[src/rtl/box_overlay_pkg.sv]
// Shared definitions for the multi-box outline overlay.
//   - geometry/pixel widths and box-slot count
//   - box_t: one entry of the box list {valid, x, y, w, h, color}
//   - helpers: effective line thickness and 50% per-channel blend
package box_overlay_pkg;

    localparam int NUM_BOX   = 8;
    localparam int W_PW      = 11;
    localparam int W_PH      = 11;
    localparam int W_PIX     = 24;
    localparam int THICK_MAX = 4;

    localparam int W_IDX = $clog2(NUM_BOX);
    localparam int W_T   = $clog2(THICK_MAX + 1);

    typedef struct packed {
        logic             valid;
        logic [W_PW:0]    x;
        logic [W_PH:0]    y;
        logic [W_PW:0]    w;
        logic [W_PH:0]    h;
        logic [W_PIX-1:0] color;
    } box_t;

    // Zero thickness would make inner == outer and hide the box, so it maps to 1.
    function automatic logic [W_T-1:0] eff_thick(input logic [W_T-1:0] t);
        if (t == '0) begin
            return W_T'(1);
        end else if (t > W_T'(THICK_MAX)) begin
            return W_T'(THICK_MAX);
        end
        return t;
    endfunction

    // Halving each operand first keeps the sum inside 8 bits (max 127+127).
    function automatic logic [7:0] blend_ch(input logic [7:0] a, input logic [7:0] b);
        return {1'b0, a[7:1]} + {1'b0, b[7:1]};
    endfunction

    function automatic logic [W_PIX-1:0] blend_pix(input logic [W_PIX-1:0] a,
                                                   input logic [W_PIX-1:0] b);
        logic [W_PIX-1:0] r;
        r = '0;
        for (int c = 0; c < W_PIX / 8; c++) begin
            r[c*8 +: 8] = blend_ch(a[c*8 +: 8], b[c*8 +: 8]);
        end
        return r;
    endfunction

endpackage

[src/rtl/box_overlay_multi_hit.sv]
// box_hit_test: registered outline test for a single box.
//   clk, rst          : clock, synchronous active-high reset
//   valid,x,y,w,h     : box geometry (right col = x+w, bottom row = y+h)
//   thick             : effective line thickness (already 1..THICK_MAX)
//   cnt_h, cnt_v      : column/row of the pixel currently in stage 1
//   hit_q             : registered "pixel lies on this box outline"
module box_hit_test
    import box_overlay_pkg::*;
(
    input  logic           clk,
    input  logic           rst,
    input  logic           valid,
    input  logic [W_PW:0]  x,
    input  logic [W_PH:0]  y,
    input  logic [W_PW:0]  w,
    input  logic [W_PH:0]  h,
    input  logic [W_T-1:0] thick,
    input  logic [W_PW:0]  cnt_h,
    input  logic [W_PH:0]  cnt_v,
    output logic           hit_q
);

    // Wide enough for x+w without wrap plus a sign bit for x1-t going negative.
    localparam int W_C = ((W_PW > W_PH) ? W_PW : W_PH) + 4;

    logic signed [W_C-1:0] ph, pv, t, x0, x1, y0, y1;
    logic signed [W_C-1:0] ix0, ix1, iy0, iy1;
    logic                  outer, inner;
    logic                  hit_d;

    always_comb begin
        ph  = $signed(W_C'(cnt_h));
        pv  = $signed(W_C'(cnt_v));
        t   = $signed(W_C'(thick));
        x0  = $signed(W_C'(x));
        y0  = $signed(W_C'(y));
        x1  = x0 + $signed(W_C'(w));
        y1  = y0 + $signed(W_C'(h));
        ix0 = x0 + t;
        ix1 = x1 - t;
        iy0 = y0 + t;
        iy1 = y1 - t;
        outer = (ph >= x0) && (ph <= x1) && (pv >= y0) && (pv <= y1);
        // An inverted inner range (2t > w or 2t > h) matches nothing: solid box.
        inner = (ph >= ix0) && (ph <= ix1) && (pv >= iy0) && (pv <= iy1);
        hit_d = valid && outer && !inner;
    end

    always_ff @(posedge clk) begin
        if (rst) begin
            hit_q <= 1'b0;
        end else begin
            hit_q <= hit_d;
        end
    end

endmodule

[src/rtl/box_overlay_multi.sv]
// box_overlay_multi: draws up to NUM_BOX rectangle outlines on a video stream.
//   clk, rst                      : clock, synchronous active-high reset
//   box_we/box_idx/box_valid/...  : write one slot of the shadow box list
//   thick, blend                  : line thickness / blend mode, taken at commit
//   vsync/hsync/de/pix            : video in
//   vsync_o/hsync_o/de_o/pix_o    : video out, 3 cycles later
//   hit_o, hit_idx_o              : output pixel is on an outline / winning slot
// The shadow list is copied into the active list on each input vsync rise,
// so boxes only change between frames.
module box_overlay_multi
    import box_overlay_pkg::*;
(
    input  logic             clk,
    input  logic             rst,
    input  logic             box_we,
    input  logic [W_IDX-1:0] box_idx,
    input  logic             box_valid,
    input  logic [W_PW:0]    box_x,
    input  logic [W_PH:0]    box_y,
    input  logic [W_PW:0]    box_w,
    input  logic [W_PH:0]    box_h,
    input  logic [W_PIX-1:0] box_color,
    input  logic [W_T-1:0]   thick,
    input  logic             blend,
    input  logic             vsync,
    input  logic             hsync,
    input  logic             de,
    input  logic [W_PIX-1:0] pix,
    output logic             vsync_o,
    output logic             hsync_o,
    output logic             de_o,
    output logic [W_PIX-1:0] pix_o,
    output logic             hit_o,
    output logic [W_IDX-1:0] hit_idx_o
);

    localparam logic [W_PW:0] ONE_H = 1;
    localparam logic [W_PH:0] ONE_V = 1;

    // ---------------- stage 1: counters and input registers ----------------
    logic             vs_s1_q, hs_s1_q, de_s1_q;
    logic [W_PIX-1:0] pix_s1_q;
    logic [W_PW:0]    cnt_h_s1_q, h_cnt_q, h_cnt_d;
    logic [W_PH:0]    cnt_v_s1_q, v_cnt_q, v_cnt_d;
    logic             commit;

    // vs_s1_q / de_s1_q double as the one-cycle-old copies for edge detection.
    assign commit = vsync & ~vs_s1_q;

    always_comb begin
        h_cnt_d = de ? (h_cnt_q + ONE_H) : '0;
        v_cnt_d = v_cnt_q;
        if (commit) begin
            v_cnt_d = '0;
        end else if (de_s1_q && !de && (v_cnt_q != '1)) begin
            v_cnt_d = v_cnt_q + ONE_V;
        end
    end

    always_ff @(posedge clk) begin
        if (rst) begin
            vs_s1_q    <= 1'b0;
            hs_s1_q    <= 1'b0;
            de_s1_q    <= 1'b0;
            pix_s1_q   <= '0;
            cnt_h_s1_q <= '0;
            cnt_v_s1_q <= '0;
            h_cnt_q    <= '0;
            v_cnt_q    <= '0;
        end else begin
            vs_s1_q    <= vsync;
            hs_s1_q    <= hsync;
            de_s1_q    <= de;
            pix_s1_q   <= pix;
            cnt_h_s1_q <= h_cnt_q;   // column of this pixel = earlier de cycles
            cnt_v_s1_q <= v_cnt_q;
            h_cnt_q    <= h_cnt_d;
            v_cnt_q    <= v_cnt_d;
        end
    end

    // ---------------- commit-latched settings ----------------
    logic [W_T-1:0] thick_act_q, thick_act_d;
    logic           blend_act_q, blend_act_d;

    always_comb begin
        thick_act_d = commit ? eff_thick(thick) : thick_act_q;
        blend_act_d = commit ? blend : blend_act_q;
    end

    always_ff @(posedge clk) begin
        if (rst) begin
            thick_act_q <= W_T'(1);
            blend_act_q <= 1'b0;
        end else begin
            thick_act_q <= thick_act_d;
            blend_act_q <= blend_act_d;
        end
    end

    // ---------------- box slots + stage 2 compare ----------------
    logic [NUM_BOX-1:0]             hit_s2;
    logic [NUM_BOX-1:0][W_PIX-1:0]  color_vec;

    genvar gi;
    generate
        for (gi = 0; gi < NUM_BOX; gi++) begin : g_slot
            box_t shadow_q, shadow_d, active_q, active_d;

            // The commit copies shadow_q, so a same-cycle write lands in the
            // shadow only and reaches the active list one frame later.
            always_comb begin
                shadow_d = shadow_q;
                if (box_we && (box_idx == W_IDX'(gi))) begin
                    shadow_d = {box_valid, box_x, box_y, box_w, box_h, box_color};
                end
                active_d = commit ? shadow_q : active_q;
            end

            always_ff @(posedge clk) begin
                if (rst) begin
                    shadow_q <= '0;
                    active_q <= '0;
                end else begin
                    shadow_q <= shadow_d;
                    active_q <= active_d;
                end
            end

            box_hit_test u_hit (
                .clk   (clk),
                .rst   (rst),
                .valid (active_q.valid),
                .x     (active_q.x),
                .y     (active_q.y),
                .w     (active_q.w),
                .h     (active_q.h),
                .thick (thick_act_q),
                .cnt_h (cnt_h_s1_q),
                .cnt_v (cnt_v_s1_q),
                .hit_q (hit_s2[gi])
            );

            assign color_vec[gi] = active_q.color;
        end
    endgenerate

    logic             vs_s2_q, hs_s2_q, de_s2_q;
    logic [W_PIX-1:0] pix_s2_q;

    always_ff @(posedge clk) begin
        if (rst) begin
            vs_s2_q  <= 1'b0;
            hs_s2_q  <= 1'b0;
            de_s2_q  <= 1'b0;
            pix_s2_q <= '0;
        end else begin
            vs_s2_q  <= vs_s1_q;
            hs_s2_q  <= hs_s1_q;
            de_s2_q  <= de_s1_q;
            pix_s2_q <= pix_s1_q;
        end
    end

    // ---------------- stage 3: priority encode and colour mux ----------------
    logic             win_hit;
    logic [W_IDX-1:0] win_idx;
    logic [W_PIX-1:0] win_color;
    logic             vs_s3_q, hs_s3_q, de_s3_q, hit_s3_q;
    logic [W_PIX-1:0] pix_s3_q, pix_s3_d;
    logic [W_IDX-1:0] idx_s3_q, idx_s3_d;
    logic             hit_s3_d;

    always_comb begin
        win_hit = 1'b0;
        win_idx = '0;
        // Scan downward so the lowest hitting slot is the one left standing.
        for (int i = NUM_BOX - 1; i >= 0; i--) begin
            if (hit_s2[i]) begin
                win_hit = 1'b1;
                win_idx = W_IDX'(i);
            end
        end
        win_color = color_vec[win_idx];

        pix_s3_d = pix_s2_q;
        hit_s3_d = 1'b0;
        idx_s3_d = '0;
        if (de_s2_q && win_hit) begin
            hit_s3_d = 1'b1;
            idx_s3_d = win_idx;
            pix_s3_d = blend_act_q ? blend_pix(pix_s2_q, win_color) : win_color;
        end
    end

    always_ff @(posedge clk) begin
        if (rst) begin
            vs_s3_q  <= 1'b0;
            hs_s3_q  <= 1'b0;
            de_s3_q  <= 1'b0;
            pix_s3_q <= '0;
            hit_s3_q <= 1'b0;
            idx_s3_q <= '0;
        end else begin
            vs_s3_q  <= vs_s2_q;
            hs_s3_q  <= hs_s2_q;
            de_s3_q  <= de_s2_q;
            pix_s3_q <= pix_s3_d;
            hit_s3_q <= hit_s3_d;
            idx_s3_q <= idx_s3_d;
        end
    end

    assign vsync_o   = vs_s3_q;
    assign hsync_o   = hs_s3_q;
    assign de_o      = de_s3_q;
    assign pix_o     = pix_s3_q;
    assign hit_o     = hit_s3_q;
    assign hit_idx_o = idx_s3_q;

endmodule

[config.mk]
export PLATFORM = sky130hd
export DESIGN_NAME = box_overlay_multi
export DESIGN_NICKNAME = d
export VERILOG_FILES = /design/src/rtl/box_overlay_pkg.sv /design/src/rtl/box_overlay_multi_hit.sv /design/src/rtl/box_overlay_multi.sv
export SDC_FILE = /design/constraint.sdc
export NUM_CORES = 2
export LEC_CHECK = 0
export CAP_MARGIN = 25
export CORE_UTILIZATION = 69
export DETAILED_ROUTE_END_ITERATION = 7
export PLACE_DENSITY_LB_ADDON = 0.1
export SETUP_SLACK_MARGIN = 0.1
export SYNTH_ARGS = -nofsm -noshare
export SYNTH_HDL_FRONTEND = slang
export SYNTH_SLANG_ARGS = --single-unit
export TNS_END_PERCENT = 20
[constraint.sdc]
create_clock -name clk -period 12.15 [get_ports clk]
set_input_delay 3.645 -clock clk [delete_from_list [all_inputs] [get_ports clk]]
set_output_delay 3.645 -clock clk [all_outputs]
set_load 0.01 [all_outputs]
==> flow_metrics.tcl <==
set metrics [dict create \
    place.port_buffers 140 \
    final_cell_mix "2,539 x nand2_1, 1,500 x a21oi_1, 1,289 x dfxtp_1, 1,080 x ha_1, 426 x inv_1" \
    nets 11180 \
    synth_flop_cell "dfxtp_1" \
    max_freq_mhz 165.7 \
    grt_pass1_vias 69780 \
    vias_per_cell 6.301 \
    max_cap_viol_count 0 \
    synth_top_cell_by_area "dfxtp_1" \
    cts_tree "built" \
    antenna_found_initial 20 \
    clkTransAtPathRegs_ns 0.06 \
    irDropWorstVdd_mv 0.1578 \
    outcome "finished with violations" \
    grt.overflow.total 0 \
    synth_top_area_share 0.3282 \
    dpl-instance-area_mm2 0.08256 \
    wl_per_cell_um 21.62 \
    min_from "vs_s2_q" \
    min_period_over_period 0.4966 \
    violations "design-rule violations" \
    die-area_mm2 0.1174 \
    p_leak_nw 35.03 \
    required_ns 12.84 \
    finalHoldViolations 0 \
    synth_seq_cells 1313 \
    rsz0062_at_grt "no" \
    postSynthCellCount 10060 \
    cts_hold_buffers 0 \
    grt_usage 0.4163 \
    cts_made_buffers 137 \
    firstDrtPassIters 8 \
    swShare 0.2675 \
    end_kind "register" \
    post_cts_buffers 0 \
    arrival_ns 6.73 \
    pwr_density_cell_mw_per_mm2 113.1 \
    synth_seq_area_share 0.3282 \
    crit_fanout 195 \
    clk_latency_ns 0.78 \
    syn_avg_cell_area_um2 7.963 \
    ctsResizeCount 0 \
    r2r_start "thick_act_q[2]" \
    vias 72890 \
    reg2reg_slack_ns 6.20 \
    drv_slew 0 \
    htree_levels 4 \
    final_common_cell "nand2_1" \
    synth_nets 11300 \
    hpwlAfterDp_um 165500 \
    maxSlewHeadroom 0.1691 \
    skew_ns 0.01841 \
    criticalPathCategory "primary input to register" \
    io_pins 141 \
    cts_num_sinks 1313 \
    place_ws_ns 5.354 \
    power.share.clock 0.439 \
    start_util 0.6984 \
    die_h_um 342.7 \
    synth_edf_count 0 \
    rows 124 \
    power_switching_mw 2.641 \
    place.gp.congestion 0.9635 \
    synthArstFlopShare 0 \
    period_needed_ns 6.034 \
    cts.path.max_buffers 3 \
    ys_warn_count 0 \
    setup_viol 0 \
    drc 12 \
    syn_to_final_growth_pct 9.058 \
    drive_gt1_frac 0.04363 \
    tightestPinTransition_ns 1.242 \
    grt_max_degree 196 \
    cts_root_buffer "clkbuf_16" \
    crit_end "color_vec[99]" \
    ant_nets 0 \
    grt_pass1_wl_um 383400 \
    syn_area_mm2 0.08008 \
    synthTopCellsByArea "dfxtp_1 33%, ha_1 17%, nand2_1 12%, a21oi_1 9.4%, xnor2_1 3.7%" \
    die_x_um 342.7 \
    combPwrFrac 0.113 \
    setup_ws_ns 6.116 \
    routed_wl_um 250100 \
    tns_ns 0 \
    critPathLaunch "vsync" \
    design_area_mm2 0.08733 \
    core_area_mm2 0.1147 \
    r2r_end "g_slot[2].u_hit.hit_q" \
    drt_iter0_drc 6697 \
    reg2reg_depth 17 \
    power.share.sequential 0.447 \
    ys_types 90 \
    min_path_type "register to register" \
    startpoint_type "primary input" \
    p_int_mw 7.234 \
]
layout make-up:
class,instances,area (um^2)
Clock buffer,183,3761
Fill cell,8485,27320
Timing Repair Buffer,236,2445
Inverter,429,1610
Tap cell,1512,1892
Clock inverter,55,840.8
Sequential cell,1313,26320
Multi-Input combinational cell,7822,50420
Antenna cell,18,45.04
cell families after synthesis:
| group | share of synthesized area |
|---|---|
| AND/OR/NAND/NOR | 0.1986 |
| multiplexers | 0.01716 |
| flip-flops | 0.3282 |
| XOR/XNOR | 0.05086 |
| adder cells (fa/ha/maj) | 0.1815 |
| buffers and inverters | 0.04434 |
| AO/OA/AOI/OAI | 0.1793 |
Yosys cell counts (48+ instances only):
library cell and instances:
mux4_2 48, a21o_1 203, xor2_1 125, nor2b_1 196
o21a_1 107, nand3_1 171, clkbuf_2 73, nand4_1 89
clkbuf_1 391, fa_1 51, o21ai_0 200, a21oi_1 1500
nand2_1 2542, nor2_1 234, a211oi_1 77, xnor2_1 340
ha_1 1080, nor3_1 130, and3_1 66, inv_1 427
nand2b_1 93, dfxtp_1 1313
worst max-delay path, stage by stage:
cell	delay [ns]
clkdlybuf4s50_1	0.48
nand2b_4	0.70
buf_12	0.59
buf_12	0.75
nand2_1	0.17
a21oi_1	0.19
how the worst min path moves through the flow:
| stage | to | slack [ns] | depth (start not counted) |
|---|---|---|---|
| finish | vsync_o | 0.44 | 1 |
| global route | vsync_o | 0.45 | 1 |
| CTS | vsync_o | 0.44 | 1 |
| detailed placement | pix_s2_q[15] | 0.43 | 1 |
| global placement | pix_s2_q[0] | 0.42 | 1 |
| floorplan | hs_s2_q | 0.41 | 1 |
per-stage QoR:
stage / util / total power, mW / hold slack (ns) / cells
2_1_floorplan: - / 5.231 / 0.4138 / 10060
3_3_place_gp: 0.7181 / 5.549 / 0.4169 / 11300
3_5_place_dp: 0.7201 / 5.593 / 0.4256 / 11310
4_1_cts: 0.7602 / 9.849 / 0.4392 / 11540
5_1_grt: 0.7615 / 10.15 / 0.4466 / 11560
6_report: 0.7617 / 9.876 / 0.4377 / 11570
power groups by stage:
stage / Combinational [mW] / Sequential [mW] / Clock [mW]
2_1_floorplan: 0.727 / 4.50 / 0
3_3_place_gp: 1.04 / 4.51 / 0
3_5_place_dp: 1.08 / 4.51 / 0
4_1_cts: 1.09 / 4.42 / 4.34
5_1_grt: 1.21 / 4.42 / 4.52
6_report: 1.12 / 4.42 / 4.34
registers in the layout, indices dropped and copies added (netlist names), 24 cells and up:
| register | cells |
|---|---|
| g_slot.shadow_q | 584 |
| pix_s1_q | 24 |
| g_slot.active_q | 392 |
| pix_o | 24 |
| pix_s2_q | 24 |
| color_vec | 192 |
per-layer routing:
metal	wire length (um)	vias to the layer above	track usage
li1	-	34390	-
met1	96290	34320	0.5100
met2	109700	3391	0.6552
met3	26730	780	0.09453
met4	17310	12	0.2772
met5	80	-	0
Power figures use the tool's default switching activity.
